## src/rtl/uart_pkg.sv

```systemverilog
// Shared UART definitions: transmitter FSM states and parity-type encodings.
package uart_pkg;

    typedef enum logic [2:0] {
        IDLE,
        START,
        DATA,
        PARITY,
        STOP
    } uart_state_e;

    localparam logic PAR_EVEN = 1'b0;
    localparam logic PAR_ODD  = 1'b1;

endpackage

```

## src/rtl/uart_baud_cnt.sv

```systemverilog
// Bit-period counter: reloads on load and flags the last clock of each bit period.
module uart_baud_cnt #(
    parameter int DIV_W = 16
) (
    input  logic             CLK,
    input  logic             RST,
    input  logic             load,
    input  logic [DIV_W-1:0] divisor,
    output logic             bit_tick
);

    logic [DIV_W-1:0] cnt;

    // A divisor of 0 behaves like 1: the loaded value is the number of clocks left minus one.
    always_ff @(posedge CLK) begin
        if (RST)
            cnt <= '0;
        else if (load)
            cnt <= (divisor == '0) ? '0 : divisor - 1'b1;
        else if (cnt != '0)
            cnt <= cnt - 1'b1;
    end

    assign bit_tick = (cnt == '0);

endmodule

```

## src/rtl/uart_tx_gen.sv

```systemverilog
// UART transmitter: start, DATA_W data bits LSB first, optional parity, 1 or 2 stop bits.
module uart_tx_gen
    import uart_pkg::*;
#(
    parameter int DATA_W = 8,
    parameter int DIV_W  = 16
) (
    input  logic              CLK,
    input  logic              RST,
    input  logic [DATA_W-1:0] P_DATA,
    input  logic              DATA_VALID,
    output logic              DATA_READY,
    input  logic              PAR_EN,
    input  logic              PAR_TYP,
    input  logic              STOP2,
    input  logic [DIV_W-1:0]  BAUD_DIV,
    output logic              TX_out,
    output logic              BUSY
);

    localparam int IDX_W = (DATA_W > 1) ? $clog2(DATA_W) : 1;
    localparam logic [IDX_W-1:0] LAST_IDX = IDX_W'(DATA_W - 1);

    uart_state_e       state_q, state_d;
    logic              tx_q, tx_d;
    logic              busy_q, busy_d;
    logic              rdy_en_q;
    logic [DATA_W-1:0] sh_q, sh_d;
    logic              par_bit_q, par_bit_d;
    logic              par_en_q, par_en_d;
    logic              stop2_q, stop2_d;
    logic [DIV_W-1:0]  div_q, div_d;
    logic [IDX_W-1:0]  bit_idx_q, bit_idx_d;
    logic              stop_idx_q, stop_idx_d;

    logic              load;
    logic [DIV_W-1:0]  load_div;
    logic              bit_tick;
    logic              last_stop;
    logic              accept;
    logic              capture;

    uart_baud_cnt #(.DIV_W(DIV_W)) u_baud_cnt (
        .CLK      (CLK),
        .RST      (RST),
        .load     (load),
        .divisor  (load_div),
        .bit_tick (bit_tick)
    );

    // rdy_en_q holds ready low for the first edge after reset is released.
    assign last_stop  = (state_q == STOP) && bit_tick && (stop_idx_q == stop2_q);
    assign DATA_READY = rdy_en_q && ((state_q == IDLE) || last_stop);
    assign accept     = DATA_VALID && DATA_READY;

    always_comb begin
        state_d    = state_q;
        tx_d       = tx_q;
        busy_d     = busy_q;
        sh_d       = sh_q;
        par_bit_d  = par_bit_q;
        par_en_d   = par_en_q;
        stop2_d    = stop2_q;
        div_d      = div_q;
        bit_idx_d  = bit_idx_q;
        stop_idx_d = stop_idx_q;
        load       = 1'b0;
        load_div   = div_q;
        capture    = 1'b0;

        case (state_q)
            IDLE: begin
                tx_d   = 1'b1;
                busy_d = 1'b0;
                if (accept)
                    capture = 1'b1;
            end
            START: begin
                if (bit_tick) begin
                    state_d   = DATA;
                    tx_d      = sh_q[0];
                    bit_idx_d = '0;
                    load      = 1'b1;
                end
            end
            DATA: begin
                if (bit_tick) begin
                    load = 1'b1;
                    if (bit_idx_q == LAST_IDX) begin
                        stop_idx_d = 1'b0;
                        if (par_en_q) begin
                            state_d = PARITY;
                            tx_d    = par_bit_q;
                        end else begin
                            state_d = STOP;
                            tx_d    = 1'b1;
                        end
                    end else begin
                        // Shift so the next data bit is always at sh_q[1] when it is sent.
                        bit_idx_d = bit_idx_q + 1'b1;
                        sh_d      = sh_q >> 1;
                        tx_d      = sh_q[1];
                    end
                end
            end
            PARITY: begin
                if (bit_tick) begin
                    state_d    = STOP;
                    tx_d       = 1'b1;
                    stop_idx_d = 1'b0;
                    load       = 1'b1;
                end
            end
            STOP: begin
                if (bit_tick) begin
                    if (last_stop) begin
                        if (accept) begin
                            capture = 1'b1;
                        end else begin
                            state_d = IDLE;
                            tx_d    = 1'b1;
                            busy_d  = 1'b0;
                        end
                    end else begin
                        stop_idx_d = 1'b1;
                        tx_d       = 1'b1;
                        load       = 1'b1;
                    end
                end
            end
            default: begin
                state_d = IDLE;
                tx_d    = 1'b1;
                busy_d  = 1'b0;
            end
        endcase

        // Accepting a word snapshots the whole frame configuration and starts the start bit.
        if (capture) begin
            state_d   = START;
            tx_d      = 1'b0;
            busy_d    = 1'b1;
            sh_d      = P_DATA;
            par_bit_d = (^P_DATA) ^ (PAR_TYP == PAR_ODD);
            par_en_d  = PAR_EN;
            stop2_d   = STOP2;
            div_d     = BAUD_DIV;
            load      = 1'b1;
            load_div  = BAUD_DIV;
        end
    end

    always_ff @(posedge CLK) begin
        if (RST) begin
            state_q    <= IDLE;
            tx_q       <= 1'b1;
            busy_q     <= 1'b0;
            rdy_en_q   <= 1'b0;
            sh_q       <= '0;
            par_bit_q  <= 1'b0;
            par_en_q   <= 1'b0;
            stop2_q    <= 1'b0;
            div_q      <= '0;
            bit_idx_q  <= '0;
            stop_idx_q <= 1'b0;
        end else begin
            state_q    <= state_d;
            tx_q       <= tx_d;
            busy_q     <= busy_d;
            rdy_en_q   <= 1'b1;
            sh_q       <= sh_d;
            par_bit_q  <= par_bit_d;
            par_en_q   <= par_en_d;
            stop2_q    <= stop2_d;
            div_q      <= div_d;
            bit_idx_q  <= bit_idx_d;
            stop_idx_q <= stop_idx_d;
        end
    end

    assign TX_out = tx_q;
    assign BUSY   = busy_q;

endmodule

```

## config.mk

```make
export PLATFORM = sky130hd
export DESIGN_NAME = uart_tx_gen
export DESIGN_NICKNAME = d
export VERILOG_FILES = /design/src/rtl/uart_pkg.sv /design/src/rtl/uart_baud_cnt.sv /design/src/rtl/uart_tx_gen.sv
export SDC_FILE = /design/constraint.sdc
export NUM_CORES = 1
export LEC_CHECK = 0
export ABC_AREA = 1
export CAP_MARGIN = 40
export CORE_ASPECT_RATIO = 1.75
export CORE_MARGIN = 1.5
export CORE_UTILIZATION = 25
export DETAILED_ROUTE_END_ITERATION = 12
export PLACE_DENSITY = 0.46
export SLEW_MARGIN = 30
export SYNTH_ARGS = -nofsm -noshare
export SYNTH_HDL_FRONTEND = slang
export SYNTH_SLANG_ARGS = --single-unit
```

## constraint.sdc

```tcl
create_clock -name CLK -period 7.1 [get_ports CLK]
set_input_delay 0.71 -clock CLK [delete_from_list [all_inputs] [get_ports CLK]]
set_output_delay 0.71 -clock CLK [all_outputs]
set_load 0.1 [all_outputs]
```

==> reports/results.tsv, run 1 <==
metric	value	unit
status	finished clean	
wire_per_inst	12.9	um
synth_area_leaders	dfxtp_1 31%, nand2_1 16%, inv_1 8.0%	
maxCapViolations	0	
hold_viol	0	
drt_wl_total	9.52	mm
grt_max_degree	43	
hp-class	register to register	
synth_top_area_share	31.0	%
seqCellArea	1060	sq um
clk_pin_slew	0.08	ns
synth_fp_nets	572	
power_density	296	nW/um^2
fin_area	4100	sq um
die_x	91.5	um
rows	56	
slew_headroom	64.9	%
arrival	3.58	ns
crit_path_start_kind	primary input	
place_congestion	0.822	
finClkSkew	0.00947	ns
hold_buffers	0	
yosysMostFrequentCell	nand2_1	
met1_usage	13.9	%
antenna_left	0	
htreeDepth	2	
ctsResizeCount	0	
cts_tree	yes	
fin_ws	3.75	ns
ys_async_sr_fraction	0	%
pre_cts_slack	3.39	ns
start_util	25.6	%
min_period	3.35	ns
ys.warnings.count	0	
final.fill_count	1473	
num_vias	3351	
ys_types	35	
die_y	158	um
syn_inst	537	
grt_pass1_wl	16.1	mm
diodes	0	
grtUsageMet2	27.9	%
synth_flop_cell	dfxtp_1	
multi_input_area	1970	sq um
core	13400	sq um
worstSkewPairLatency	0.30	ns
timing.hold.ws	0.459	ns
die_area	14400	sq um
cts.sinks	53	
slew_viol_final	0	
total_power	1.22	mW
synthTopCellsByCount	144 x nand2_1, 73 x inv_1, 65 x nor2_1, 53 x dfxtp_1, 32 x nand4_1	
antenna_found_initial	0	
numCtsBuffers	5	
hpwl	7.58	mm
post-route-period-util	47.2	%
globalRoute.totalOverflow	0	
synth_area	3430	sq um
fin_nets	597	
layout.cells.non_filler	737	
critPathKind	primary input to register	
drc	0	
cts_root_buffer	clkbuf_16	
post_dp_cell_area	3930	sq um
clk_path_buf_depth	2	
placed_cells	729	
synth-seq-area-share	31.0	%
drtIter0Drc	105	
tns	0	ns
grtUsageTotal	14.2	%
syn_to_final_growth	19.7	%
worst-path-max-fanout	42	
yosysTopAreaCell	dfxtp_1	
setup_viol	0	
top_usage_layer	met2	
ioPinCount	33	
drive_above_1_share	6.57	%
port_buffers	32	
use_met3	1.73	%
grt_pass1_vias	3392	
syn_avg_cell_area	6.38	sq um
first_pass_iters	4	
tightest_slew	0.525	ns
ir_drop	115	uV
vias_per_cell	4.55	
ys_ff_latch	53	
total_leakage_power	1.91	nW
required	7.33	ns
cts_setup_buffers	0	
rsz0062_at_grt	no	
utilization	30.6	%
max_freq	298	MHz
synth_edf_count	0	
end_kind	register	
==> registers in the layout, indices dropped and copies added, names as in the netlist, 3 cells and up <==
name / count
state_q: 3
div_q: 16
u_baud_cnt.cnt: 16
bit_idx_q: 3
sh_q: 8
==> worst max-delay path, cell delays in order <==
cell and delay [ns]:
clkdlybuf4s50_1 0.76, buf_8 0.22, nand3_4 0.39, nand2_1 0.18
nand2_1 0.15, ha_1 0.28, nand2_1 0.10, nor2_2 0.07
nand2_1 0.07, nor2_1 0.06, nor2_4 0.27, o21ai_0 0.17
a21oi_1 0.14
==> worst paths after layout <==
path | end | slack [ns] | from | cells after the start
worst max-delay path | u_baud_cnt.cnt[4] | 3.75 | DATA_VALID | 13
worst min-delay path | bit_idx_q[2] | 0.46 | bit_idx_q[2] | 2
worst max register to register | u_baud_cnt.cnt[4] | 3.77 | u_baud_cnt.cnt[0] | 17
worst min register to register | bit_idx_q[2] | 0.46 | bit_idx_q[2] | 2
==> layout make-up <==
cell class	instances	area share [%]
inverters	73	6.68
repair buffers	38	9.82
well taps	174	5.31
multi-input cells	391	48.0
flip-flops and latches	53	25.9
clock inverters	3	1.22
clock buffers	5	3.05
==> placed cells by master (no fill, tap or decap), drive strengths merged <==
cell type | synthesis | final
xor2 | 10 | 10
nor4 | 1 | 1
xnor2 | 7 | 7
o211ai | 3 | 3
clkbuf | 11 | 5
o311ai | 1 | 1
nand2 | 148 | 148
a21oi | 30 | 30
nand4 | 32 | 32
nand3 | 30 | 30
o21ai | 22 | 22
a211oi | 5 | 5
clkdlybuf4s50 | 0 | 32
nor3 | 4 | 4
buf | 9 | 6
o41ai | 1 | 1
nand3b | 1 | 1
or2 | 3 | 3
a221oi | 3 | 3
clkinv | 0 | 1
inv | 73 | 74
bufinv | 0 | 1
dfxtp | 53 | 53
ha | 5 | 5
o21bai | 1 | 1
and2 | 1 | 1
a31o | 2 | 2
a31oi | 2 | 2
nor3b | 3 | 3
nor2 | 76 | 76
==> layer usage <==
layer  share of wire (%)  vias up
met5                   0        -
met4                 4.6        0
met3                 1.9       22
met2                  56       58
met1                  38     1492
li1                    -     1779
==> logic make-up after synthesis <==
kind of cell / synth area share, %
compound gates: 11.7
xor+xnor: 4.35
fa+ha+maj: 1.83
buf+inv: 11.5
simple gates: 39.6
flops: 31.0
==> power by group <==
| group | total, mW | leakage, nW | internal, mW | switching (mW) |
|---|---|---|---|---|
| Combinational | 0.531 | 1.39 | 0.196 | 0.335 |
| Clock | 0.295 | 0.0859 | 0.170 | 0.125 |
| Sequential | 0.391 | 0.435 | 0.350 | 0.0408 |
| Total | 1.22 | 1.91 | 0.716 | 0.500 |
No activity file was read; power rests on OpenSTA's default activity.
==> inputs of run 2 (changes only) <==
Clock period 7.1 ns to 3.38 ns, I/O delays scaled along.
==> run 2 against run 1 <==
Effect of this change: first-iteration DRC count is 35% higher; utilization hardly changed; critical path depth is 4 higher; register-to-register slack worse by 3.4 ns; clock skew is 0.0085 ns higher; largest power group unchanged; sequential cell count stayed put; critical path type is now register to register; sequential power is 110% higher; global-route usage is 0.53 points higher.
==> reports/results.tsv, run 2 (synthesis results as in run 1) <==
metric	value	unit	change
status	finished clean		
htreeDepth	2		unchanged
crit_path_start_kind	register		
max_freq	327	MHz	
cts_setup_buffers	0		unchanged
drt_wl_total	10.2	mm	+7.2%
crit_path_frequent_cell	nand2_1		
grt_pass1_wl	16.7	mm	+4.1%
grt_max_degree	29		-33%
finClkSkew	0.0179	ns	+0.00847 ns
hold_buffers	0		unchanged
crit_family	simple AND/OR/NAND/NOR gates		
grt_pass1_vias	3461		+2.0%
antenna_left	0		unchanged
final_common_cell	nand2_1		
ff2ff_path_depth	17		unchanged
cts.sinks	53		unchanged
ctsResizeCount	0		unchanged
cp_num_cells	17		+4
globalRoute.totalOverflow	0		unchanged
maxCapViolations	0		unchanged
post-route-period-util	90.4	%	
placed_cells	732		+0.41%
rows	56		unchanged
r2r_slack	0.33	ns	-3.44 ns
first_pass_iters	4		unchanged
slew_viol_final	0		unchanged
clk_pin_slew	0.09	ns	about the same
end_kind	register		
max_stage_delay	0.36	ns	-0.40 ns
reg2reg_to	u_baud_cnt.cnt[4]		
hold_viol	0		unchanged
crit_buf_inv	1		-1
worst-path-max-fanout	28		-33%
antenna_found_initial	0		unchanged
crit_start	u_baud_cnt.cnt[0]		
drc	0		unchanged
required	3.60	ns	-3.73 ns
endpoint	u_baud_cnt.cnt[4]		
port_buffers	32		unchanged
wire_per_inst	13.8	um	+6.8%
critPathKind	register to register		
power_density	627	nW/um^2	+110%
cts_root_buffer	clkbuf_16		
numCtsBuffers	5		unchanged
rr_startpoint	u_baud_cnt.cnt[0]		
vias_per_cell	4.64		+2.2%
multi_input_area	1980	sq um	+0.44%
critPathSlowestCell	dfxtp_1		
total_power	2.58	mW	+110%
largestRegisters	div_q (16), u_baud_cnt.cnt (16), sh_q (8)		
cts_tree	yes		
die_area	14400	sq um	unchanged
clk_path_buf_depth	2		unchanged
drtIter0Drc	142		+35%
hp-class	register to register		
num_vias	3437		+2.6%
ir_drop	239	uV	+110%
layout_common_cells	144 x nand2_1, 73 x inv_1, 65 x nor2_1		
fin_ws	0.325	ns	-3.42 ns
die_x	91.5	um	unchanged
slew_headroom	62.4	%	-2.5 points
seqCellArea	1060	sq um	unchanged
grtUsageTotal	14.7	%	+0.53 points
die_y	158	um	unchanged
place_congestion	0.947		+15%
drive_above_1_share	7.24	%	+0.67 points
final.fill_count	1500		+1.8%
tightest_slew	0.563	ns	+0.0375 ns
arrival	3.27	ns	-0.31 ns
diodes	0		unchanged
worstSkewPairLatency	0.31	ns	about the same
start_util	25.6	%	unchanged
syn_to_final_growth	19.9	%	
layout.cells.non_filler	740		+0.41%
hpwl	8.30	mm	+9.5%
core	13400	sq um	unchanged
path_cells	inv_1, ha_1, nand2_1, nor2_2, nand3_2, nand2_8, nand3_4, nand2_1, nand2_1, ha_1, nand2_1, nor2_2, nand2_1, nor2_1, nor2_4, o21ai_0, a21oi_1		
total_leakage_power	1.92	nW	+0.45%
fin_nets	600		+0.50%
rsz0062_at_grt	no		
min_period	3.05	ns	
tns	0	ns	unchanged
pre_cts_slack	0.328	ns	-3.06 ns
setup_viol	0		unchanged
ioPinCount	33		unchanged
run 2: cell types whose count changed in the layout (fill, tap and decap cells not counted):
cell	change
clkdlybuf4s50_1	-1
nand2_4	-1
nand2_8	+1
buf_8	-3
buf_4	+7
run 2: power by group:
| part | internal (mW) | total (mW) | leakage (nW) | switching (mW) |
|---|---|---|---|---|
| combinational | 0.412 | 1.13 | 1.39 | 0.715 |
| sequential | 0.735 | 0.830 | 0.435 | 0.0950 |
| clock | 0.357 | 0.618 | 0.0859 | 0.261 |
| total | 1.50 | 2.58 | 1.92 | 1.07 |
run 2: layout make-up:
| cell class | instances | share of cell area [%] |
|---|---|---|
| clock buffer | 5 | 3.05 |
| clock inverter | 3 | 1.22 |
| inverter | 73 | 6.67 |
| multi-input combinational | 391 | 48.2 |
| sequential | 53 | 25.8 |
| tap | 174 | 5.30 |
| timing repair buffer | 41 | 9.75 |
run 2: worst min-delay path by stage:
stage / cells past startpoint / from / end
global placement: 2 / bit_idx_q[2] / bit_idx_q[2]
floorplan: 2 / bit_idx_q[2] / bit_idx_q[2]
global route: 2 / bit_idx_q[1] / bit_idx_q[1]
finish: 2 / bit_idx_q[2] / bit_idx_q[2]
detailed placement: 2 / bit_idx_q[2] / bit_idx_q[2]
CTS: 2 / bit_idx_q[2] / bit_idx_q[2]
run 2: through the flow:
step | hold slack (ns) | utilization [%] | area [sq um]
finish | 0.465 | 30.7 | 4110
detailed placement | 0.456 | 29.3 | 3920
CTS | 0.469 | 30.6 | 4100
floorplan | 0.435 | - | 3430
global route | 0.495 | 30.7 | 4110
global placement | 0.444 | 29.1 | 3890
run 2: routing by layer:
| layer | vias up | share of wire [%] | GRT usage, % |
|---|---|---|---|
| met1 | 1540 | 38 | 13.8 |
| met5 | - | 0 | 0 |
| li1 | 1790 | - | - |
| met2 | 76 | 54 | 29.1 |
| met3 | 31 | 2.0 | 1.54 |
| met4 | 0 | 5.6 | 10.3 |
run 2: worst register-to-register path: stages (launching register included):
cell,delay [ns]
dfxtp_1,0.36
inv_1,0.11
ha_1,0.22
nand2_1,0.08
nor2_2,0.14
nand3_2,0.16
nand2_8,0.21
nand3_4,0.23
nand2_1,0.12
nand2_1,0.14
ha_1,0.28
nand2_1,0.10
nor2_2,0.07
nand2_1,0.07
nor2_1,0.06
nor2_4,0.28
o21ai_0,0.18
a21oi_1,0.15
==> inputs of run 3 (changes only) <==
Settings changed: HOLD_SLACK_MARGIN set to 0.12.
==> results of run 3 <==
The final DEF is identical to that of run 2; final timing and power are the same.
